### src/rtl/gh_pkg.sv
// Shared types and constants for the note-chart sequencer and its lane interface.
package gh_pkg;

    typedef enum logic [1:0] {
        IDLE   = 2'd0,
        FETCH  = 2'd1,
        WINDOW = 2'd2,
        GAP    = 2'd3
    } state_t;

    localparam int SCORE_W       = 16;
    localparam int NUM_LANES_DEF = 4;

endpackage

### src/rtl/note_window_gen_if.sv
// Lane-side bundle between the sequencer and the per-lane button controllers.
interface note_window_gen_if
    import gh_pkg::*;
#(
    parameter int NUM_LANES = NUM_LANES_DEF
);
    logic [NUM_LANES-1:0] hit_in;
    logic [NUM_LANES-1:0] window;
    logic [NUM_LANES-1:0] hit_ok;
    logic [NUM_LANES-1:0] miss;

    modport master (input hit_in, output window, hit_ok, miss);
    modport slave  (output hit_in, input window, hit_ok, miss);
endinterface

### src/rtl/note_pattern_mem.sv
// Note pattern storage: synchronous write, registered single-cycle read, no reset.
module note_pattern_mem #(
    parameter int DEPTH  = 64,
    parameter int WIDTH  = 4,
    parameter int ADDR_W = $clog2(DEPTH)
) (
    input  logic              clk,
    input  logic              we,
    input  logic [ADDR_W-1:0] wr_addr,
    input  logic [WIDTH-1:0]  wr_data,
    input  logic [ADDR_W-1:0] rd_addr,
    output logic [WIDTH-1:0]  rd_data
);
    logic [WIDTH-1:0] mem_q [DEPTH];
    logic [WIDTH-1:0] rd_data_q;

    always_ff @(posedge clk) begin
        if (we) begin
            mem_q[wr_addr] <= wr_data;
        end
        rd_data_q <= mem_q[rd_addr];
    end

    assign rd_data = rd_data_q;
endmodule

### src/rtl/note_window_gen.sv
// Note-chart sequencer: plays a stored pattern one beat at a time, opens per-lane
// hit windows and turns controller hit pulses into hit/miss pulses and a score.
//
// state  | meaning
// IDLE   | waiting for start; pattern memory writable
// FETCH  | one cycle; the current beat's entry is already on the read port
// WINDOW | hit windows open for WINDOW_CYCLES cycles
// GAP    | windows closed; wait out the rest of the beat
module note_window_gen
    import gh_pkg::*;
#(
    parameter int NUM_LANES     = NUM_LANES_DEF,
    parameter int PAT_DEPTH     = 64,
    parameter int BEAT_CYCLES   = 1000,
    parameter int WINDOW_CYCLES = 200,
    localparam int ADDR_W       = $clog2(PAT_DEPTH)
) (
    input  logic                 clk,
    input  logic                 rst_n,
    input  logic                 pat_we,
    input  logic [ADDR_W-1:0]    pat_addr,
    input  logic [NUM_LANES-1:0] pat_data,
    input  logic [ADDR_W:0]      pat_len,
    input  logic                 start,
    input  logic                 abort,
    note_window_gen_if.master    lane,
    output logic [SCORE_W-1:0]   score,
    output logic                 busy,
    output logic                 done
);
    localparam int CNT_W = $clog2(BEAT_CYCLES);
    localparam logic [CNT_W-1:0] WIN_LOAD = CNT_W'(WINDOW_CYCLES - 1);
    localparam logic [CNT_W-1:0] GAP_LOAD = CNT_W'(BEAT_CYCLES - WINDOW_CYCLES - 2);
    localparam logic [ADDR_W:0]  DEPTH_L  = (ADDR_W + 1)'(PAT_DEPTH);

    state_t                state_q, state_d;
    logic [CNT_W-1:0]      cnt_q, cnt_d;
    logic [ADDR_W-1:0]     step_q, step_d;
    logic [ADDR_W:0]       len_q, len_d;
    logic [NUM_LANES-1:0]  window_q, window_d;
    logic [NUM_LANES-1:0]  hit_ok_q, hit_ok_d;
    logic [NUM_LANES-1:0]  miss_q, miss_d;
    logic [SCORE_W-1:0]    score_q, score_d;
    logic                  done_q, done_d;

    logic [NUM_LANES-1:0]  hits;
    logic [NUM_LANES-1:0]  rd_data;
    logic [SCORE_W:0]      hit_cnt;
    logic [SCORE_W:0]      score_sum;
    logic [SCORE_W-1:0]    score_sat;

    // Addressed with step_d so the beat's entry is already registered during FETCH.
    note_pattern_mem #(
        .DEPTH  (PAT_DEPTH),
        .WIDTH  (NUM_LANES),
        .ADDR_W (ADDR_W)
    ) u_mem (
        .clk     (clk),
        .we      (pat_we && (state_q == IDLE)),
        .wr_addr (pat_addr),
        .wr_data (pat_data),
        .rd_addr (step_d),
        .rd_data (rd_data)
    );

    always_comb begin
        hit_cnt = '0;
        for (int i = 0; i < NUM_LANES; i++) begin
            hit_cnt = hit_cnt + (SCORE_W + 1)'(hits[i]);
        end
        score_sum = {1'b0, score_q} + hit_cnt;
        score_sat = score_sum[SCORE_W] ? '1 : score_sum[SCORE_W-1:0];
    end

    always_comb begin
        state_d  = state_q;
        cnt_d    = cnt_q;
        step_d   = step_q;
        len_d    = len_q;
        window_d = window_q;
        hit_ok_d = '0;
        miss_d   = '0;
        score_d  = score_q;
        done_d   = 1'b0;
        hits     = window_q & lane.hit_in;

        case (state_q)
            IDLE: begin
                if (start && !abort) begin
                    score_d = '0;
                    if (pat_len == '0) begin
                        done_d = 1'b1;
                    end else begin
                        len_d   = (pat_len > DEPTH_L) ? DEPTH_L : pat_len;
                        step_d  = '0;
                        state_d = FETCH;
                    end
                end
            end
            FETCH: begin
                window_d = rd_data;
                cnt_d    = WIN_LOAD;
                state_d  = WINDOW;
            end
            WINDOW: begin
                hit_ok_d = hits;
                score_d  = score_sat;
                window_d = window_q & ~hits;
                if (cnt_q == '0) begin
                    miss_d   = window_q & ~hits;
                    window_d = '0;
                    cnt_d    = GAP_LOAD;
                    state_d  = GAP;
                end else begin
                    cnt_d = cnt_q - 1'b1;
                end
            end
            GAP: begin
                if (cnt_q == '0) begin
                    if ({1'b0, step_q} == len_q - 1'b1) begin
                        done_d  = 1'b1;
                        state_d = IDLE;
                    end else begin
                        step_d  = step_q + 1'b1;
                        state_d = FETCH;
                    end
                end else begin
                    cnt_d = cnt_q - 1'b1;
                end
            end
            default: state_d = IDLE;
        endcase

        // Abort drops everything in flight; the score earned so far stands.
        if (abort && (state_q != IDLE)) begin
            state_d  = IDLE;
            window_d = '0;
            hit_ok_d = '0;
            miss_d   = '0;
            score_d  = score_q;
            done_d   = 1'b0;
        end
    end

    always_ff @(posedge clk or negedge rst_n) begin
        if (!rst_n) begin
            state_q  <= IDLE;
            cnt_q    <= '0;
            step_q   <= '0;
            len_q    <= '0;
            window_q <= '0;
            hit_ok_q <= '0;
            miss_q   <= '0;
            score_q  <= '0;
            done_q   <= 1'b0;
        end else begin
            state_q  <= state_d;
            cnt_q    <= cnt_d;
            step_q   <= step_d;
            len_q    <= len_d;
            window_q <= window_d;
            hit_ok_q <= hit_ok_d;
            miss_q   <= miss_d;
            score_q  <= score_d;
            done_q   <= done_d;
        end
    end

    assign lane.window = window_q;
    assign lane.hit_ok = hit_ok_q;
    assign lane.miss   = miss_q;
    assign score       = score_q;
    assign busy        = (state_q != IDLE);
    assign done        = done_q;
endmodule

### src/flat_wrapper.sv
// flat-port wrapper written by rule: the top's interface ports become plain ports
module note_window_gen_flat import gh_pkg::*;
#(
    parameter int NUM_LANES     = NUM_LANES_DEF,
    parameter int PAT_DEPTH     = 64,
    parameter int BEAT_CYCLES   = 1000,
    parameter int WINDOW_CYCLES = 200,
    localparam int ADDR_W       = $clog2(PAT_DEPTH)
)
  (clk, rst_n, pat_we, pat_addr, pat_data, pat_len, start, abort, score, busy, done, lane_hit_in, lane_window, lane_hit_ok, lane_miss);
  note_window_gen_if #(.NUM_LANES(NUM_LANES)) lane_i ();
  input  logic clk;
  input  logic rst_n;
  input  logic pat_we;
  input  logic [ADDR_W-1:0] pat_addr;
  input  logic [NUM_LANES-1:0] pat_data;
  input  logic [ADDR_W:0] pat_len;
  input  logic start;
  input  logic abort;
  output logic [SCORE_W-1:0] score;
  output logic busy;
  output logic done;
  input wire logic [$bits(lane_i.hit_in)-1:0] lane_hit_in;
  output wire logic [$bits(lane_i.window)-1:0] lane_window;
  output wire logic [$bits(lane_i.hit_ok)-1:0] lane_hit_ok;
  output wire logic [$bits(lane_i.miss)-1:0] lane_miss;
  assign lane_i.hit_in = lane_hit_in;
  assign lane_window = lane_i.window;
  assign lane_hit_ok = lane_i.hit_ok;
  assign lane_miss = lane_i.miss;
  note_window_gen #(.NUM_LANES(NUM_LANES), .PAT_DEPTH(PAT_DEPTH), .BEAT_CYCLES(BEAT_CYCLES), .WINDOW_CYCLES(WINDOW_CYCLES)) u_core (.clk(clk), .rst_n(rst_n), .pat_we(pat_we), .pat_addr(pat_addr), .pat_data(pat_data), .pat_len(pat_len), .start(start), .abort(abort), .lane(lane_i), .score(score), .busy(busy), .done(done));
endmodule
### config.mk
export PLATFORM = sky130hd
export DESIGN_NAME = note_window_gen_flat
export DESIGN_NICKNAME = d
export VERILOG_FILES = /design/src/rtl/gh_pkg.sv /design/src/rtl/note_window_gen_if.sv /design/src/rtl/note_pattern_mem.sv /design/src/rtl/note_window_gen.sv /design/src/flat_wrapper.sv
export SDC_FILE = /design/constraint.sdc
export NUM_CORES = 1
export LEC_CHECK = 0
export ABC_CLOCK_PERIOD_IN_PS = 8450
export BUFFER_PORTS_ARGS = -buffer_cell sky130_fd_sc_hd__buf_2
export CAP_MARGIN = 20
export CORE_ASPECT_RATIO = 1.75
export CORE_MARGIN = 3
export CORE_UTILIZATION = 55
export CTS_BUF_LIST = sky130_fd_sc_hd__clkbuf_4
export DETAILED_ROUTE_END_ITERATION = 16
export PLACE_DENSITY = 0.81
export SETUP_SLACK_MARGIN = 0.2
export SYNTH_ARGS = -nofsm -noshare
export SYNTH_HDL_FRONTEND = slang
export SYNTH_SLANG_ARGS = --single-unit
### constraint.sdc
create_clock -name clk -period 8.45 [get_ports clk]
set_input_delay 0.4225 -clock clk [delete_from_list [all_inputs] [get_ports clk]]
set_output_delay 0.4225 -clock clk [all_outputs]
set_load 0.1 [all_outputs]
# Word-level counts from Yosys, hierarchy flattened
# Memories as Yosys holds them, arrays and structs flattened. A register that Yosys moved wholly into a read port is not among the register bits.
# Index checks and enable logic that the tools add are counted.
classes:
  n_eq_ne: 10
  bitwise: 5
  mul: 0
  shifts: 0
  reduce_logical: 15
  n_lt_le_gt_ge: 1
  n_div: 0
  n_addsub: 7
  mux: 35
op_table:
  columns: ["op", "n"]
  rows:
  - ["$add A17 B1 Y17", 2]
  - ["$mux W16", 2]
  - ["$pmux W16 S2", 1]
  - ["$pmux W10 S3", 1]
  - ["$mux W4", 7]
  - ["$mux W6", 4]
  - ["$mux W10", 2]
  - ["$add A16 B17 Y17", 1]
  - ["$pmux W6 S2", 1]
  - ["$logic_not A10 Y1", 1]
  - ["$mux W2", 5]
  - ["$sub A10 B1 Y10 const B", 1]
  - ["$and A4 B4 Y4", 2]
  - ["$mux W1", 8]
  - ["$pmux W2 S4", 1]
  - ["$pmux W4 S2", 1]
  - ["$eq A6 B7 Y1", 1]
  - ["$gt A7 B7 Y1 const B", 1]
  - ["$logic_not A7 Y1", 1]
  - ["$mux W7", 1]
  - ["$sub A7 B1 Y7 const B", 1]
  - ["$add A6 B1 Y6 const B", 1]
  - ["$ne A3 B1 Y1 const B", 2]
  - ["$ne A3 B3 Y1 const B", 2]
  - ["other kinds (15)", 23]
totals:
  romBits: 0
  out_inout_bits: 30
  ram_bits: 256
  reg_bits: 54
  n_memories: 1
  latchBits: 0
  input_bits: 26
mem_list:
  columns: ["name", "depth", "word_bits", "read_ports", "rd_ports_with_merged_regs", "write_ports", "line", "rtl"]
  rows:
  - ["u_core.u_mem.mem_q", 64, 4, 1, 1, 1, "note_pattern_mem.sv:14", "logic [WIDTH-1:0] mem_q [DEPTH];"]

# Longest topological paths before layout
depth:
  word_depth: 7
  ltp_mapped: 17
  depth_no_buf: 17

# Hierarchy
# Synthesis repeated with hierarchy kept, for this count alone.
unflattened:
  hier_cells: 885
  area_unflattened_um2: 13674.4
modules_own_cells:
  columns: ["module", "instances", "cells_each", "area_each_um2"]
  rows:
  - ["note_pattern_mem", 1, 521, 10407.5]
  - ["note_window_gen", 1, 364, 3266.9]

# Least setup slack after synthesis
# No wires, ideal clock.
synth_path:
  path_kind: "reg-to-reg"
  startpoint: "register u_core.window_q[1] (netlist: u_core.lane.window[1])"
  endpoint: "register u_core.score_q[8] (netlist: u_core.score[8])"
  stages_incl_launch_ff: 18
  setup_ns: 0.079
  slack_ns: 4.392
  t_required_ns: 8.371
  arrival_ns: 3.979
  n_path_buf: 1
  path_cell_list: "dfrtp_1 and2_1 ha_1 inv_1 fa_1 inv_1 ha_1 inv_1 fa_1 nor2b_1 o21ai_0 nor2_1 nand3_1 or2_2 clkbuf_1 nand2_1 o21ai_0 a21oi_1"
synth_via:
  elab_chain_len: 7
synth_lines:
  columns: ["element", "line", "rtl"]
  rows:
  - ["start, declared", "note_window_gen.sv:40", "logic [NUM_LANES-1:0] window_q, window_d;"]
  - ["start signal, assigned", "note_window_gen.sv:161", "window_q <= window_d;"]
  - ["$and A4 B4 Y4", "note_window_gen.sv:85", "hits = window_q & lane.hit_in;"]
  - ["$add A1 B1 Y2", "note_window_gen.sv:69", "hit_cnt = hit_cnt + (SCORE_W + 1)'(hits[i]);"]
  - ["$add A17 B1 Y17 (2 in a row)", "note_window_gen.sv:69", null]
  - ["$add A16 B17 Y17", "note_window_gen.sv:71", "score_sum = {1'b0, score_q} + hit_cnt;"]
  - ["$mux W16", "note_window_gen.sv:72", "score_sat = score_sum[SCORE_W] ? '1 : score_sum[SCORE_W-1:0];"]
  - ["$pmux W16 S2", "note_window_gen.sv:87", "case (state_q)"]
  - ["end signal, assigned", "note_window_gen.sv:164", "score_q <= score_d;"]
  - ["end, declared", "note_window_gen.sv:43", "logic [SCORE_W-1:0] score_q, score_d;"]
# Every way passes these cells.
# A chain may end at the register's enable or synchronous reset.

# Worst setup path after layout
layout_path:
  startpoint: "register u_core.cnt_q[1]"
  endpoint: "register u_core.u_mem.rd_data_q[2] (netlist: u_core.u_mem.rd_data[2]), read port of u_core.u_mem.mem_q"
layout_via:
  elab_chain_len: 3
layout_lines:
  columns: ["element", "line", "rtl"]
  rows:
  - ["start, declared", "note_window_gen.sv:37", "logic [CNT_W-1:0] cnt_q, cnt_d;"]
  - ["start signal, assigned", "note_window_gen.sv:158", "cnt_q <= cnt_d;"]
  - ["$logic_not A10 Y1", "note_window_gen.sv:119", "if (cnt_q == '0) begin"]
  - ["$mux W6", "note_window_gen.sv:119", null]
  - ["$pmux W6 S2", "note_window_gen.sv:87", null]
  - ["end, declared", "note_pattern_mem.sv:15", "logic [WIDTH-1:0] rd_data_q;"]
# Every way passes these cells.

==> flow_summary.rst <==
.. list-table::
   :header-rows: 1

   * - Metric
     - Value
   * - Cell area after layout
     - 15570 um2
   * - Synth area leaders
     - edfxtp_1 (54%), dfrtp_1 (9.6%), nand2_1 (5.3%)
   * - Yosys synthesis warning count
     - 0
   * - Cell mode on critical path
     - o211ai_1
   * - Core Footprint
     - 25240 um2
   * - Data arrival time of the worst path
     - 5.59 ns
   * - Worst Setup End Kind
     - flop
   * - Final routed wire length divided by cell count
     - 21.57 um
   * - TritonCTS clock tree
     - built
   * - Num Clock Sinks
     - 314
   * - Number of instances in the synthesized netlist
     - 1198
   * - Net switching power figure
     - 1.158 mW
   * - CTS Buffer Depth
     - 3
   * - Deepest level of the CTS H-tree
     - 3
   * - DRC violations left
     - 0
   * - Switch share
     - 31.50%
   * - Post-Synthesis Mean Instance Area
     - 11.79 um2
   * - Ordered cell list for the critical path
     - inv_1, ha_1, or4b_1, nor3_1, nand2_1, o211ai_1, nand3_2, inv_4, buf_4, mux2_2, o211ai_1, a211oi_1, nor4_1, nand3_1
   * - # port buffers
     - 55
   * - Startpoint class of the critical path
     - flop
   * - Final ANT Viol Nets
     - 0
   * - Power density over cell area
     - 236.0 nW/um2
   * - Buffer cell driving the clock tree root
     - clkbuf_4
   * - Number of iterations in the first detailed-routing pass
     - 5
   * - Maximum achievable frequency
     - 200.1 MHz
   * - Average via count per standard cell
     - 6.242
   * - Worst reg2reg setup slack
     - 3.45 ns
   * - Die extent in y
     - 218.0 um
   * - DPL Wire Length
     - 23350 um
   * - Worst path bufs/invs
     - 3
   * - Slew @ Worst Pin
     - 1.025 ns
   * - Post-placement cell area
     - 14590 um2
   * - Most Crowded Layer GR
     - met2
   * - Area of the multi-input gates
     - 4596 um2
   * - Number of buffers inserted during clock tree synthesis
     - 69
   * - Category of the most critical setup path
     - flop to flop
   * - Vias after detailed routing
     - 10300
   * - Sequential Power Share
     - 48.9%
   * - X dimension of the die
     - 127.1 um
   * - Highest cell delay on the worst timing path
     - 0.72 ns
   * - Clock transition time at the flip-flop clock pins of the worst setup and hold paths
     - 0.07 ns
   * - Overall routing resource usage
     - 25.67%
   * - FF+latch area
     - 9119 um2
   * - Number of DRC markers after the initial detailed-route iteration
     - 1023
   * - Placer congestion estimate
     - 0.9085
   * - Final Max Slew Viols
     - 0
   * - Resized cells post-CTS
     - 0
   * - LEAKAGE
     - 5.679 nW
   * - Register bit total from synthesis
     - 314
   * - Maximum number of pins on one net before global-route repair
     - 85
   * - Critical Path Fanout Max
     - 62
   * - Overall die area
     - 27710 um2
   * - Fill cells
     - 1910
   * - Area leader, netlist
     - edfxtp_1
   * - Cell row count
     - 77
   * - Count of final hold-check violations
     - 0
   * - Critical path's top delay family
     - simple AND/OR/NAND/NOR gates
   * - Global-route met1 utilization
     - 27.58%
   * - Peak supply drop
     - 0.1106 mV
   * - Met3 Track Usage GR
     - 5.490%
   * - Setup repair after global routing missed its margin
     - no
   * - Type of the tightest min-delay check
     - input pin to flop
   * - Clk Latency, worst-skew pair
     - 0.74 ns
   * - Outcome
     - completed
   * - Post-route setup TNS
     - 0 ns
   * - Rel. slew slack
     - 31.64%
   * - Global route total overflow
     - 0
   * - Proportion of layout cells with a drive suffix above 1
     - 15.60%
   * - Final Setup Violations
     - 0
   * - Combinational Power Share
     - 20.4%
   * - Final setup skew
     - 0.03604 ns
   * - Sequential-to-total area share from yosys stat
     - 64.58%
   * - Internal power
     - 2.517 mW
   * - CP max stage cell
     - buf_4
   * - Count of flip-flops with a built-in enable after synthesis
     - 256
   * - Number of violations of the max-capacitance limit
     - 0
   * - Tcrit/Tclk final
     - 59.13%
   * - Synth unique cells
     - 74
   * - Global-route wire length before repair
     - 54370 um
   * - Initial antenna violation count
     - 1
   * - Proportion of power drawn by the clock network
     - 30.6%
   * - Hold_ws
     - 0.07856 ns
   * - Final min period
     - 4.996 ns
   * - Cell area after technology mapping
     - 14120 um2
   * - P&R area growth vs syn
     - 10.29%
   * - Post-Syn Nets
     - 1238
   * - Routed Wire Length
     - 35590 um
   * - Post-synth top area share
     - 54.44%
   * - Initial core utilization
     - 55.94%
   * - Required time of the worst setup path
     - 9.05 ns
   * - Net count, final
     - 1325
   * - Primary FF master, synth
     - edfxtp_1
   * - Number of global-route vias before repair
     - 10180
   * - Global-route track usage on met2
     - 44.63%
   * - Async set-reset flop share out of synthesis
     - 17.20%
   * - IO Count
     - 56
synth_stat cells, drive strengths merged, types with 5 or more instances:
library cell	number
a22oi	7
a32oi	11
o211ai	14
nand3b	5
o31ai	5
ha	12
nand4	13
mux2i	51
a22o	7
mux2	11
inv	31
nor4	12
a211oi	10
a21oi	76
and2	6
clkbuf	30
o22ai	10
nor2b	9
o21ai	41
nor3	8
and3	16
a31oi	12
or3	5
nand2	200
nor3b	8
edfxtp	256
dfrtp	54
nand3	60
a31o	6
xnor2	5
buf	34
nor2	115
layout make-up:
cell class	instances	share of cell area [%]
multi-input combinational	789	29.51
tap	316	2.539
antenna	1	0.01607
sequential	314	58.55
clock inverter	22	0.7311
clock buffer	97	4.676
timing repair buffer	80	3.214
inverter	31	0.7632
worst reg2reg max path, delay by kind of cell, from the launching register on:
kind | cells | cell delay (ns)
and+or+nand+nor | 6 | 1.77
buffers and inverters | 3 | 1.38
AOI/OAI and AO/OA | 3 | 0.68
muxes | 1 | 0.44
DFF | 1 | 0.41
adders and majority gates | 1 | 0.19
worst paths after layout:
check / cells after the start / end / start
min in group asynchronous: 3 / u_core.len_q[4] / rst_n
hold reg to reg: 2 / u_core.score[14] / u_core.score[14]
max in group asynchronous: 3 / u_core.score[14] / rst_n
setup / recovery: 14 / u_core.u_mem.rd_data[2] / u_core.cnt_q[1]
hold / removal: 4 / u_core.done / abort
setup reg to reg: 14 / u_core.u_mem.rd_data[2] / u_core.cnt_q[1]
routing by layer:
| layer | wire, um | share of wire (%) |
|---|---|---|
| met1 | 11770 | 33 |
| met2 | 18630 | 52 |
| met3 | 2880 | 8.1 |
| met4 | 2312 | 6.5 |
| met5 | 0 | 0 |
stage by stage:
stage               setup WS (ns)  utilization (%)  cells  total power, mW
floorplan                   4.392                -   1198            2.358
global placement            3.665            57.79   1516            2.539
detailed placement          3.511            57.79   1516            2.563
CTS                         3.467            61.56   1646            3.684
global route                3.183            61.70   1650            3.842
finish                      3.454            61.70   1650            3.675
flip-flops by register name, indices dropped and copies added (netlist names), 2 cells and up:
| name | count |
|---|---|
| u_core.cnt_q | 10 |
| u_core.u_mem.rd_data | 4 |
| u_core.lane.miss | 4 |
| u_core.state_q | 2 |
| u_core.lane.hit_ok | 4 |
| u_core.score | 16 |
| u_core.step_q | 6 |
| u_core.lane.window | 4 |
| u_core.len_q | 7 |
| u_core.u_mem.mem_q | 256 |
power groups by stage:
stage / Combinational [mW] / Clock [mW] / Sequential, mW
4_1_cts: 0.736 / 1.15 / 1.80
5_1_grt: 0.810 / 1.23 / 1.80
2_1_floorplan: 0.457 / 0 / 1.90
6_report: 0.750 / 1.13 / 1.80
3_3_place_gp: 0.711 / 0 / 1.83
3_5_place_dp: 0.732 / 0 / 1.83
kinds of logic after synthesis:
family	share of synthesized area, %
adders and majority gates	1.347
AOI/OAI and AO/OA	10.78
buffers and inverters	2.880
xor gates and xnor gates	0.5937
muxes	4.492
DFF	64.58
and+or+nand+nor	15.33
cells in the final DEF, fill, tap and decap left out, types with 6 or more instances in the layout:
cell type,count
edfxtp_1,256
nand2_1,200
nor2_1,115
clkbuf_4,97
a21oi_1,76
nand3_1,59
buf_2,56
dfrtp_1,54
mux2i_1,51
o21ai_0,40
inv_1,28
and3_1,16
o211ai_1,14
nand4_1,13
clkinv_1,13
nor4_1,12
ha_1,12
buf_4,12
mux2_2,11
a31oi_1,11
a32oi_1,11
dlygate4sd3_1,11
o22ai_1,10
nor2b_1,9
a211oi_1,9
nor3_1,8
nor3b_1,8
a22o_1,7
a31o_2,6
and2_1,6
inv_2,6
timing repair:
item                      4_1_cts  5_1_grt
setup buffers                   0        0
hold buffers                   11        0
hold endpoints to repair       65        0
(Power assumes the default switching activity.)
